$ cat src/rtl/fifo_pkg.sv
// Shared sizing and word type for the FIFO queue and its register file.
package fifo_pkg;
  localparam int WIDTH = 4;
  localparam int DEPTH = 8;
  localparam int AW    = $clog2(DEPTH);

  typedef logic [WIDTH-1:0] word_t;
endpackage

$ cat src/rtl/fifo_mem.sv
// DEPTH x WIDTH register file: one synchronous write port, one asynchronous read port.
module fifo_mem
  import fifo_pkg::*;
(
  input  logic             clk,
  input  logic             we,
  input  logic [AW-1:0]    waddr,
  input  logic [WIDTH-1:0] wdata,
  input  logic [AW-1:0]    raddr,
  output logic [WIDTH-1:0] rdata
);

  word_t r_mem [DEPTH];

  // Storage is never reset; the pointers and counter alone define valid contents.
  always_ff @(posedge clk) begin
    if (we) begin
      r_mem[waddr] <= wdata;
    end
  end

  assign rdata = r_mem[raddr];

endmodule

$ cat src/rtl/fifo_queue.sv
// Synchronous FIFO: pointers, occupancy counter, flag decode and a registered read word.
module fifo_queue
  import fifo_pkg::*;
(
  input  logic             clk,
  input  logic             rst,
  input  logic             en_in,
  input  logic             en_out,
  input  logic [WIDTH-1:0] in,
  output logic [WIDTH-1:0] out,
  output logic             empty,
  output logic             full
);

  logic [AW-1:0]    r_wr_ptr;
  logic [AW-1:0]    r_rd_ptr;
  logic [AW:0]      r_count;
  logic [WIDTH-1:0] r_out;

  logic             w_push_ok;
  logic             w_pop_ok;
  logic             w_we;
  logic [WIDTH-1:0] w_rdata;

  // Both requests are qualified against the pre-edge flags, so a pop at
  // count==0 cannot see the word being pushed in the same cycle.
  assign w_push_ok = en_in  && !full;
  assign w_pop_ok  = en_out && !empty;
  assign w_we      = w_push_ok && rst;

  assign empty = (r_count == '0);
  assign full  = (r_count == (AW+1)'(DEPTH));
  assign out   = r_out;

  fifo_mem u_mem (
    .clk   (clk),
    .we    (w_we),
    .waddr (r_wr_ptr),
    .wdata (in),
    .raddr (r_rd_ptr),
    .rdata (w_rdata)
  );

  always_ff @(posedge clk) begin
    if (!rst) begin
      r_wr_ptr <= '0;
      r_rd_ptr <= '0;
      r_count  <= '0;
      r_out    <= '0;
    end else begin
      if (w_push_ok) begin
        r_wr_ptr <= r_wr_ptr + 1'b1;
      end
      if (w_pop_ok) begin
        r_rd_ptr <= r_rd_ptr + 1'b1;
        r_out    <= w_rdata;
      end
      case ({w_push_ok, w_pop_ok})
        2'b10:   r_count <= r_count + (AW+1)'(1);
        2'b01:   r_count <= r_count - (AW+1)'(1);
        default: r_count <= r_count;
      endcase
    end
  end

endmodule

$ cat config.mk
export PLATFORM = sky130hd
export DESIGN_NAME = fifo_queue
export DESIGN_NICKNAME = d
export VERILOG_FILES = /design/src/rtl/fifo_pkg.sv /design/src/rtl/fifo_mem.sv /design/src/rtl/fifo_queue.sv
export SDC_FILE = /design/constraint.sdc
export NUM_CORES = 1
export LEC_CHECK = 0
export CAP_MARGIN = 10
export CORE_ASPECT_RATIO = 0.5
export CORE_MARGIN = 2
export CORE_UTILIZATION = 38
export CTS_CLUSTER_DIAMETER = 80
export DETAILED_ROUTE_END_ITERATION = 8
export GPL_TIMING_DRIVEN = 1
export PLACE_DENSITY = 0.55
export SLEW_MARGIN = 25
export SYNTH_ARGS = -nofsm -noshare
export SYNTH_HDL_FRONTEND = slang
export SYNTH_SLANG_ARGS = --single-unit
export TNS_END_PERCENT = 100
$ cat constraint.sdc
create_clock -name clk -period 5.5 [get_ports clk]
set_clock_uncertainty 0.1 [all_clocks]
set_input_delay 0.825 -clock clk [delete_from_list [all_inputs] [get_ports clk]]
set_output_delay 0.825 -clock clk [all_outputs]
set_load 0.005 [all_outputs]
**After elaboration in Yosys (flattened, before gate mapping)**

Memories as Yosys holds them, arrays and structs flattened. A register that Yosys moved wholly into a read port is not among the register bits.
Cells that the tools add are included.
Widths: inputs -> output; s select.

- $add $sub $neg: 4
- Equal/unequal tests: 3
- Muxes and demuxes: 3
- Reduce and logical (&&, ||, !) cells: 8

Operators by type and width:

| cell | number |
|---|---|
| $pmux 4 s2 | 1 |
| $add 3x1->3 const B | 2 |
| $add 4x1->4 const B | 1 |
| $eq 4x4->1 const B | 1 |
| $logic_not 4->1 | 1 |
| $sub 4x1->4 const B | 1 |
| $logic_and 1x1->1 | 3 |
| $logic_not 1->1 | 3 |
| $eq 2x1->1 const B | 1 |
| $eq 2x2->1 const B | 1 |
| $mux 1 | 2 |
| $reduce_bool 2->1 | 1 |

- Register bits after elaboration: 10
- RAM bits: 32
- Bits of input ports: 8
- Output and inout bits: 6
- Word-level logic and storage cells: 22
- Memories: 1

Memories:

| name | words | width | rd ports | clocked after memory_dff | wr ports | line | text |
|---|---|---|---|---|---|---|---|
| u_mem.r_mem | 8 | 4 | 1 | 1 | 1 | fifo_mem.sv:13 | `word_t r_mem [DEPTH];` |

**Depth between registers and ports, before layout**

- Depth in word-level cells: 6
- Mapped depth: 8
- Mapped depth without buffers: 8

**Modules after synthesis**

Synthesis repeated with hierarchy kept, for this count alone.

- Cells, all modules: 135
- Area, all modules: 2004.4 µm²

Modules (own cells, without submodules):

| module | times used | cells each | area an instance (µm²) | sequential area each (µm²) |
|---|---|---|---|---|
| fifo_mem | 1 | 59 | 1290.0 | 960.9 |
| fifo_queue | 1 | 76 | 714.4 | 280.3 |

**Least setup slack after synthesis**

No wires, ideal clock.

- Path kind: input -> register
- Start: in en_out
- End: reg r_count[3]
- Setup time: 72 ps
- Arrival: 2326 ps
- Required time: 5328 ps
- Path slack: 3003 ps
- Stages: 8
- Cells stage by stage: o41a_1 buf_2 ha_1 ha_1 a21o_2 a21oi_1 mux2i_1 mux2i_1

- Word-level cells in the longest chain between the ends: 3

RTL lines:

| element | line | text |
|---|---|---|
| start, declared | fifo_queue.sv:8 | `input logic en_out,` |
| $logic_and 1x1->1 * | fifo_queue.sv:28 | `assign w_pop_ok = en_out && !empty;` |
| named net w_pop_ok | fifo_queue.sv:21 | `logic w_pop_ok;` |
| $eq 2x1->1 / $eq 2x2->1 (equally long branches) | fifo_queue.sv:58 | `case ({w_push_ok, w_pop_ok})` |
| $pmux 4 s2 / $reduce_bool 2->1 (equally long branches) | n/a |  |
| end signal, assigned | fifo_queue.sv:59 | `2'b10: r_count <= r_count + (AW+1)'(1);` |
| end signal, assigned | fifo_queue.sv:60 | `2'b01: r_count <= r_count - (AW+1)'(1);` |
| end signal, assigned | fifo_queue.sv:61 | `default: r_count <= r_count;` |
| end, declared | fifo_queue.sv:17 | `logic [AW:0] r_count;` |

Mark *: on every way through the listed nets, which the timed path passes. The rest lies on a longest branch.
A chain may end at the register's enable or synchronous reset.

**Final worst setup path**

- Start: in en_out
- End: reg r_count[3]

- Word-level cells in the longest chain between the ends: 3

RTL lines:

| element | line |
|---|---|
| $logic_and 1x1->1 * | fifo_queue.sv:28 |
| $eq 2x1->1 / $eq 2x2->1 (equally long branches) | fifo_queue.sv:58 |
| $pmux 4 s2 / $reduce_bool 2->1 (equally long branches) | n/a |

Mark *: on every way between the ends. The rest lies on a longest branch, timed or not.

==> impl_metrics.tcl <==
set metrics [dict create \
    outcome "complete, no violations" \
    mostFrequentLayoutCells "edfxtp_1 (32), dfxtp_1 (14), clkdlybuf4s50_1 (13)" \
    ys_seq_area_share_pct 64.4 \
    worst_pin_slew_ns 0.792 \
    route.detailed.drc 0 \
    endpoint_kind "register" \
    setup_viol 0 \
    io_buffers 13 \
    clk_pin_slew_ns 0.08 \
    synth_seq_cells 46 \
    dieHeight_um 54.4 \
    hp-class "reg2reg" \
    final_common_cell "edfxtp_1" \
    synthCells 133 \
    p_seq_share_pct 46.3 \
    cts_setup_buffers 0 \
    dr.pass1.iters 4 \
    period_share_pct 53.7 \
    finalHoldViolCount 0 \
    synth_area_leaders "edfxtp_1 (50%), dfxtp_1 (15%), mux4_2 (9.3%)" \
    max_slew_margin_pct 46.8 \
    coreArea_sq_mm 0.00491 \
    grt_pass1_vias 1044 \
    drtAntennaViolNets 0 \
    clock-sinks 46 \
    clock.fmax_ghz 0.339 \
    grt_max_degree 20 \
    post-route-util_pct 46.0 \
    grt_first_pass_wirelength_um 5510 \
    n_antenna_cell 0 \
    synth.avg_cell_area_sq_um 14.5 \
    grt.total_usage_pct 13.7 \
    p_int_uw 704 \
    drive_gt1_share_pct 14.8 \
    maxCapViolCount 0 \
    powerDensity_mw_per_mm2 423 \
    critical_path_class "in2reg" \
    die-area_sq_mm 0.00569 \
    routed_wl_um 3520 \
    vias_per_cell 4.99 \
    cts_resized 0 \
    grt_overflow 0 \
    period_needed_ns 2.95 \
    synth_nets 147 \
    vdd_drop_max_mv 0.273 \
    fin_cells 219 \
    hpwl_um 2400 \
    ctsHoldBuffers 0 \
    synthesis.area_sq_mm 0.00193 \
    arrival_ns 3.09 \
    cts_tree "done" \
    rsz0062_at_grt "no" \
    fp.dieW_um 105 \
    synth_top_area_share_pct 49.8 \
    root_buffer "clkbuf_8" \
    wl_per_cell_um 16.1 \
    area_growth_pct 17.1 \
    yosysWarnings 0 \
    leakage_uw 0.000769 \
    setup_tns_ns 0 \
    cp.required_ns 5.63 \
    io_pins 14 \
    critPathMaxFanout 10 \
    rows 18 \
    p_total_uw 954 \
    ctsLongestPathBuffers 2 \
    p_clk_share_pct 31.0 \
    numCtsBuffers 5 \
    final_area_sq_mm 0.00226 \
    synth.distinct_cells 30 \
    cts_max_level 2 \
    antenna_found_initial 0 \
    first_iter_violations 30 \
    yosys.area.top_type "edfxtp_1" \
    n_fill_cell 476 \
    p_sw_share_pct 26.2 \
    clkLatencyLatePin_ns 0.30 \
    switchingPower_uw 250 \
    slew_viol_final 0 \
    dpl_cell_area_sq_mm 0.00212 \
    nNetsFinal 162 \
    startpoint_type "primary input" \
    finalWeightedCongestion 0.722 \
    start_util_pct 39.3 \
    comb_power_share_pct 22.8 \
    place_inst 211 \
    vias 1092 \
]
[per-layer routing]
layer,GRT usage (%),part of all wire [%],vias up
met2,21.0,43,15
met1,18.4,52,543
met3,3.69,2.7,8
met5,0,0,-
met4,7.33,1.9,0
li1,-,-,526
[power groups by stage]
stage / Clock, uW / Sequential [uW] / Combinational (uW)
after global routing: 314 / 449 / 242
final: 295 / 441 / 217
after global placement: 0 / 451 / 214
after CTS: 300 / 442 / 219
after floorplan: 0 / 434 / 150
after detailed placement: 0 / 450 / 218
[Yosys cell counts]
library cell,n
nand3_2,1
ha_1,5
and2_1,6
a21o_2,1
buf_1,1
nand3_1,3
nor3_1,4
o21ai_0,6
nor4_1,1
a21oi_1,1
dfxtp_1,14
mux2i_1,3
clkbuf_1,2
nor2b_1,1
o41a_1,1
a21boi_2,2
or3b_2,1
nor2_1,10
edfxtp_1,32
nand2b_1,2
xnor2_1,3
nand2_1,10
or2_2,1
o22ai_1,4
buf_2,2
xor2_1,2
mux4_2,8
fa_1,1
inv_1,4
or4b_4,1
[sequential cells by signal (all words and copies together) (netlist names)]
name         cells
r_rd_ptr         3
r_count          4
r_wr_ptr         3
out              4
u_mem.r_mem     32
[path summary, 6_finish.rpt]
| check | start | cells after the start | to | slack, ns |
|---|---|---|---|---|
| max | en_out | 8 | r_count[3]$_SDFFE_PN0P_ | 2.55 |
| min | r_wr_ptr[0]$_SDFFE_PN0P_ | 2 | r_wr_ptr[0]$_SDFFE_PN0P_ | 0.41 |
| max reg2reg | r_count[0]$_SDFFE_PN0P_ | 8 | r_count[3]$_SDFFE_PN0P_ | 2.87 |
| min reg2reg | r_wr_ptr[0]$_SDFFE_PN0P_ | 2 | r_wr_ptr[0]$_SDFFE_PN0P_ | 0.41 |
[cell families (layout without fill, tap and decap cells)]
logic type / Yosys count / count (layout) / share of synthesized area [%]
AND/OR/NAND/NOR: 41 / 41 / 11.0
buffers and inverters: 9 / 25 / 1.88
multiplexers: 11 / 11 / 10.9
flip-flops: 46 / 46 / 64.4
adder cells (fa/ha/maj): 6 / 6 / 4.28
AO/OA/AOI/OAI: 15 / 15 / 5.32
XOR/XNOR: 5 / 5 / 2.27
[metrics by stage]
stage	hold slack [ns]	setup WS (ns)
2_1_floorplan	0.367	3.00
3_3_place_gp	0.386	2.36
3_5_place_dp	0.388	2.28
4_1_cts	0.409	2.58
5_1_grt	0.426	2.44
6_report	0.410	2.55
[final cells by class]
cell class | count | area, sq um | share of cell area (%)
Clock buffer | 5 | 68.8 | 3.05
Clock inverter | 3 | 63.8 | 2.83
Inverter | 4 | 15.0 | 0.665
Multi-Input combinational cell | 78 | 651 | 28.8
Sequential cell | 46 | 1240 | 55.0
Tap cell | 70 | 87.6 | 3.88
Timing Repair Buffer | 13 | 130 | 5.76
[critical path, cell delays in order]
cell	delay [ns]
clkdlybuf4s50_1	0.46
o41a_1	0.40
ha_1	0.30
ha_1	0.25
a21o_2	0.21
a21oi_1	0.18
mux2i_1	0.26
mux2i_1	0.20
Note: power is estimated with default switching activity, not from simulation.
